File: src/rtl/uart_rx_deframer.sv
// uart_rx_deframer
//   Hunts for SYNC_BYTE in the UART byte stream and parses frames of the form
//   SYNC, LEN, P[0..LEN-1], CHK (CHK = ~(LEN + sum of payload), mod 256).
//   A validated payload is held in an internal buffer. It stays there until
//   the consumer acks it. Bad frames are dropped and reported with
//   single-cycle error pulses.
//
//   Ports:
//     clk, rst            clock, asynchronous active-high reset
//     rx_vld, rx_data     one-cycle byte strobe from the UART core
//     pkt_rdy, pkt_len    a validated packet is held / its payload length
//     rd_addr, rd_data    random-access payload read, 1-cycle latency,
//                         reads at or beyond pkt_len return 0
//     pkt_ack             releases the held packet (sampled only in HOLD)
//     len_err, chk_err    error pulses: illegal length / checksum mismatch
//     to_err              inter-byte timeout pulse (0 unless enabled)
//     drop_cnt            bytes discarded while holding, saturates at 255
//
//   Build option: define UART_RX_TIMEOUT_EN to enable the inter-byte timeout
//   (TIMEOUT_CYC idle cycles while inside a frame abandons it).

module uart_rx_deframer #(
    parameter int unsigned MAX_LEN     = 32,
    parameter int unsigned AW          = 5,
    parameter logic [7:0]  SYNC_BYTE   = 8'hA5,
    parameter int unsigned TIMEOUT_CYC = 50000,
    parameter int unsigned TO_CNT_BIT  = 16
) (
    input  logic          clk,
    input  logic          rst,
    input  logic          rx_vld,
    input  logic [7:0]    rx_data,
    output logic          pkt_rdy,
    output logic [7:0]    pkt_len,
    input  logic [AW-1:0] rd_addr,
    output logic [7:0]    rd_data,
    input  logic          pkt_ack,
    output logic          len_err,
    output logic          chk_err,
    output logic          to_err,
    output logic [7:0]    drop_cnt
);

    typedef enum logic [2:0] {ST_IDLE, ST_LEN, ST_DATA, ST_CHK, ST_HOLD} state_t;

    localparam int unsigned DEPTH     = 1 << AW;
    localparam logic [7:0]  MAX_LEN_B = 8'(MAX_LEN);

    state_t     state_q, state_d;
    logic [7:0] len_q, len_d;
    logic [7:0] sum_q, sum_d;
    logic [7:0] idx_q, idx_d;
    logic [7:0] buf_q [DEPTH];
    logic [7:0] buf_d [DEPTH];
    logic       pkt_rdy_q, pkt_rdy_d;
    logic [7:0] pkt_len_q, pkt_len_d;
    logic [7:0] rd_data_q, rd_data_d;
    logic       len_err_q, len_err_d;
    logic       chk_err_q, chk_err_d;
    logic       to_err_q, to_err_d;
    logic [7:0] drop_q, drop_d;
    logic       to_expire;

`ifdef UART_RX_TIMEOUT_EN
    localparam logic [TO_CNT_BIT-1:0] TO_LAST = TO_CNT_BIT'(TIMEOUT_CYC - 1);

    logic [TO_CNT_BIT-1:0] to_cnt_q, to_cnt_d;
    logic                  to_wait;

    // Counts idle cycles inside a frame; any byte restarts the count, and a
    // byte arriving on the expiry cycle takes priority over the timeout.
    always_comb begin
        to_wait   = (state_q == ST_LEN) || (state_q == ST_DATA) || (state_q == ST_CHK);
        to_expire = to_wait && !rx_vld && (to_cnt_q == TO_LAST);
        to_cnt_d  = '0;
        if (to_wait && !rx_vld && !to_expire) begin
            to_cnt_d = to_cnt_q + TO_CNT_BIT'(1);
        end
    end

    always_ff @(posedge clk or posedge rst) begin
        if (rst) begin
            to_cnt_q <= '0;
        end else begin
            to_cnt_q <= to_cnt_d;
        end
    end
`else
    logic unused_cfg;
    assign to_expire  = 1'b0;
    assign unused_cfg = ^{32'(TIMEOUT_CYC), 32'(TO_CNT_BIT)};
`endif

    always_ff @(posedge clk or posedge rst) begin
        if (rst) begin
            state_q <= ST_IDLE;
        end else begin
            state_q <= state_d;
        end
    end

    always_comb begin
        state_d   = state_q;
        len_d     = len_q;
        sum_d     = sum_q;
        idx_d     = idx_q;
        buf_d     = buf_q;
        pkt_len_d = pkt_len_q;
        drop_d    = drop_q;
        len_err_d = 1'b0;
        chk_err_d = 1'b0;
        to_err_d  = 1'b0;

        unique case (state_q)
            ST_IDLE: begin
                if (rx_vld && (rx_data == SYNC_BYTE)) begin
                    state_d = ST_LEN;
                end
            end
            ST_LEN: begin
                if (rx_vld) begin
                    if ((rx_data == 8'd0) || (rx_data > MAX_LEN_B)) begin
                        len_err_d = 1'b1;
                        state_d   = ST_IDLE;
                    end else begin
                        len_d   = rx_data;
                        sum_d   = rx_data;
                        idx_d   = '0;
                        state_d = ST_DATA;
                    end
                end
            end
            ST_DATA: begin
                if (rx_vld) begin
                    buf_d[idx_q[AW-1:0]] = rx_data;
                    sum_d = sum_q + rx_data;
                    idx_d = idx_q + 8'd1;
                    if (idx_q == (len_q - 8'd1)) begin
                        state_d = ST_CHK;
                    end
                end
            end
            ST_CHK: begin
                if (rx_vld) begin
                    if (rx_data == ~sum_q) begin
                        pkt_len_d = len_q;
                        state_d   = ST_HOLD;
                    end else begin
                        chk_err_d = 1'b1;
                        state_d   = ST_IDLE;
                    end
                end
            end
            ST_HOLD: begin
                if (rx_vld && (drop_q != 8'hFF)) begin
                    drop_d = drop_q + 8'd1;
                end
                if (pkt_ack) begin
                    state_d = ST_IDLE;
                end
            end
            default: state_d = ST_IDLE;
        endcase

        if (to_expire) begin
            state_d  = ST_IDLE;
            to_err_d = 1'b1;
        end

        pkt_rdy_d = (state_d == ST_HOLD);
        rd_data_d = (9'(rd_addr) < {1'b0, pkt_len_q}) ? buf_q[rd_addr] : 8'h00;
    end

    always_ff @(posedge clk or posedge rst) begin
        if (rst) begin
            len_q     <= '0;
            sum_q     <= '0;
            idx_q     <= '0;
            buf_q     <= '{default: '0};
            pkt_rdy_q <= 1'b0;
            pkt_len_q <= '0;
            rd_data_q <= '0;
            len_err_q <= 1'b0;
            chk_err_q <= 1'b0;
            to_err_q  <= 1'b0;
            drop_q    <= '0;
        end else begin
            len_q     <= len_d;
            sum_q     <= sum_d;
            idx_q     <= idx_d;
            buf_q     <= buf_d;
            pkt_rdy_q <= pkt_rdy_d;
            pkt_len_q <= pkt_len_d;
            rd_data_q <= rd_data_d;
            len_err_q <= len_err_d;
            chk_err_q <= chk_err_d;
            to_err_q  <= to_err_d;
            drop_q    <= drop_d;
        end
    end

    assign pkt_rdy  = pkt_rdy_q;
    assign pkt_len  = pkt_len_q;
    assign rd_data  = rd_data_q;
    assign len_err  = len_err_q;
    assign chk_err  = chk_err_q;
    assign to_err   = to_err_q;
    assign drop_cnt = drop_q;

endmodule

File: config.mk
export PLATFORM = sky130hd
export DESIGN_NAME = uart_rx_deframer
export DESIGN_NICKNAME = d
export VERILOG_FILES = /design/src/rtl/uart_rx_deframer.sv
export SDC_FILE = /design/constraint.sdc
export NUM_CORES = 1
export LEC_CHECK = 0
export ABC_AREA = 1
export BUFFER_PORTS_ARGS = -buffer_cell sky130_fd_sc_hd__buf_4
export CAP_MARGIN = 5
export CELL_PAD_IN_SITES_DETAIL_PLACEMENT = 0
export CELL_PAD_IN_SITES_GLOBAL_PLACEMENT = 2
export CORE_MARGIN = 5
export CORE_UTILIZATION = 38
export DETAILED_ROUTE_END_ITERATION = 16
export PLACE_DENSITY_LB_ADDON = 0.15
export SYNTH_ARGS = -nofsm -noshare
export SYNTH_HDL_FRONTEND = slang
export SYNTH_SLANG_ARGS = --single-unit
File: constraint.sdc
create_clock -name clk -period 11.4 [get_ports clk]
set_input_delay 1.14 -clock clk [delete_from_list [all_inputs] [get_ports clk]]
set_output_delay 1.14 -clock clk [all_outputs]
set_load 0.005 [all_outputs]
==> results.json <==
{
  "switching_power_mw": 0.801,
  "crit_path_cell_trace": "buf_4 -> inv_2 -> nand2_1 -> nor3_1 -> nand2_1 -> nand2_1 -> nand3_2 -> nand2_1 -> inv_1 -> nand2_1 -> nand2_1",
  "hp-class": "reg -> reg",
  "dp_hpwl_mm": 28.4,
  "critPathSlowestCell": "inv_2",
  "antenna_found_initial": 0,
  "critPathLaunchType": "input pin",
  "cpPeakStageDelay_ns": 0.63,
  "comb_power_share": 0.132,
  "syn-instance-count": 1872,
  "cp-end-kind": "register",
  "power.leakage_nw": 8.05,
  "seqPwrFrac": 0.432,
  "maxCapViolations": 0,
  "initial_core_util": 0.384,
  "setup_violations": 0,
  "ir_drop_uv": 88.5,
  "area_growth_pct": 11.7,
  "ys.flop_type": "dfrtp_1",
  "tightest_slew_ns": 1.13,
  "cpMostUsedCell": "nand2_1",
  "portBuffers": 43,
  "clk_pin_slew_worst_paths_ns": 0.06,
  "synth_area_um2": 15200,
  "grt_max_degree": 118,
  "synth-seq-cells": 310,
  "drive_above_1_share": 0.113,
  "final.setup.tns_ns": 0,
  "tritoncts": "done",
  "die_w_um": 210,
  "cts_root_buf": "clkbuf_16",
  "io_pins": 45,
  "swShare": 0.282,
  "dr.pass1.iters": 5,
  "ant_nets": 0,
  "vias": 12300,
  "grt_pass1_vias": 12100,
  "cts.sinks": 310,
  "antenna_cells": 0,
  "maxSlewHeadroom": 0.245,
  "grt_overflow": 0,
  "syn_nets": 1907,
  "vias_per_cell": 5.11,
  "critical_path_buf_inv_count": 3,
  "avgSynthCellArea_um2": 8.13,
  "post_cts_buffers": 0,
  "worst_ep_arrival_time_ns": 3.96,
  "rows": 73,
  "min_period_ns": 3.53,
  "drt_wl_total_mm": 46.5,
  "clkPwrFrac": 0.435,
  "final.period_utilization": 0.309,
  "criticalPathCategory": "in -> reg",
  "drtIter0Drc": 775,
  "status": "completed",
  "cts.repair.resized": 0,
  "cts-buffers-inserted": 38,
  "ys_warn_count": 0,
  "final_nets": 1886,
  "total_power_mw": 2.84,
  "rsz0062_at_grt": "false",
  "drt-wirelength-per-cell_um": 19.4,
  "drv_slew": 0,
  "power_density_nw_per_um2": 167,
  "die_h_um": 210,
  "clk_latency_ns": 0.55,
  "intPower_mw": 2.04,
  "async_flop_share": 1.00,
  "hold_viol": 0,
  "cts-hold-fix-buffers": 0,
  "drc_errors": 0,
  "die-area_um2": 44200,
  "grt_pass1_wl_mm": 73.8,
  "cp_top_family": "simple AND/OR/NAND/NOR gates",
  "cts_buffer_depth": 3,
  "synth_enable_flop_cells": 0,
  "clock.fmax_mhz": 284,
  "gp_congestion": 0.822,
  "critical_path_required_ns": 11.83,
  "yosysSeqAreaShare": 0.510,
  "htreeDepth": 2,
  "track_usage": 0.212,
  "fin_worst_skew_ns": 0.0161,
  "crit_fanout": 35,
  "coreArea_um2": 39600,
  "synth.distinct_cells": 40
}
-- tightest hold or removal path, cell delays in order, from the launching register on --
cell and delay, ns:
dfrtp_1 0.34, nand2_1 0.06, o21ai_2 0.05
-- layer usage --
layer / track usage / vias up / share of wire
li1: - / 6053 / -
met1: 0.304 / 5957 / 0.48
met2: 0.338 / 212 / 0.46
met3: 0.0301 / 63 / 0.034
met4: 0.0612 / 0 / 0.026
met5: 0 / - / 0
-- stage by stage --
| step | area [um2] | cells | setup slack, ns | util | hold slack [ns] |
|---|---|---|---|---|---|
| 2_1_floorplan | 15200 | 1872 | 1.69 | - | 0.446 |
| 3_3_place_gp | 15700 | 2336 | 7.26 | 0.397 | 0.462 |
| 3_5_place_dp | 15700 | 2336 | 7.27 | 0.397 | 0.468 |
| 4_1_cts | 17000 | 2403 | 7.85 | 0.429 | 0.482 |
| 5_1_grt | 17000 | 2403 | 7.51 | 0.429 | 0.497 |
| 6_report | 17000 | 2403 | 7.87 | 0.429 | 0.480 |
-- power by group through the flow --
stage / Sequential (mW) / Clock (mW) / Combinational [mW]
after CTS: 1.23 / 1.27 / 0.380
after global routing: 1.24 / 1.31 / 0.429
final: 1.23 / 1.24 / 0.375
after global placement: 1.25 / 0 / 0.376
after detailed placement: 1.24 / 0 / 0.379
after floorplan: 1.23 / 0 / 0.278
-- area by class of cell --
cell class              instances  area, um2
clock buffers                  56       1150
clock inverters                11        110
fillers                      4118      22600
inverters                      85        335
multi-input cells            1360       6570
flip-flops and latches        310       7760
well taps                     525        657
repair buffers                 56        420
-- cell usage after synthesis (2+ instances only) --
cell      instances  area, um2
a21oi_1          11       55.1
buf_1            13       48.8
buf_2            45        225
buf_4             3       22.5
buf_6             9        101
clkbuf_1         47        176
dfrtp_1         310       7760
ha_1             17        213
inv_1            80        300
inv_2             4       15.0
nand2_1         676       2540
nand2_2          20        125
nand2_4          12        135
nand3_1         239       1200
nand4_1           8       50.1
nor2_1           32        120
nor2_2            2       12.5
nor2_8            5        100
nor3_1           11       55.1
nor3_2            3       30.0
nor3_4            2       32.5
o21a_1            2       15.0
o21ai_0          99        495
o21ai_1         145        726
o21ai_2          42        368
xnor2_1           5       43.8
xor2_1           17        149
-- sequential cells by signal, indices dropped and copies added, names as in the netlist --
name / count
sum_q: 8
chk_err: 1
pkt_rdy: 1
rd_data: 8
pkt_len: 8
idx_q: 8
buf_q: 256
len_q: 8
state_q: 3
drop_cnt: 8
len_err: 1
-- kinds of logic after synthesis --
family,synth area share
multiplexers,0.000740
adder cells (fa/ha/maj),0.0153
other,0.000246
flip-flops,0.510
XOR/XNOR,0.0127
AO/OA/AOI/OAI,0.111
buffers and inverters,0.0590
AND/OR/NAND/NOR,0.291
-- layout by cell type (no fill, tap or decap), drive strengths merged, types with 2 or more instances in the layout --
master,count
nor2,40
o21a,2
clkbuf,56
bufinv,2
nand3,240
a21boi,2
nand4,8
nand2,708
dfrtp,310
inv,84
nor3,16
ha,17
xor2,17
a21oi,11
xnor2,5
o21ai,286
clkinvlp,2
clkinv,8
buf,56
-- worst paths after layout --
kind	startpoint	to	slack (ns)	depth (start not counted)
min in group asynchronous	rst	pkt_len[5]	0.78	2
max in group asynchronous	rst	buf_q[49]	8.31	4
min	buf_q[143]	buf_q[143]	0.48	2
min reg2reg	buf_q[143]	buf_q[143]	0.48	2
max reg2reg	state_q[2]	sum_q[7]	9.00	6
max	rx_data[1]	sum_q[7]	7.87	11
Note: power is estimated with default switching activity, not from simulation.
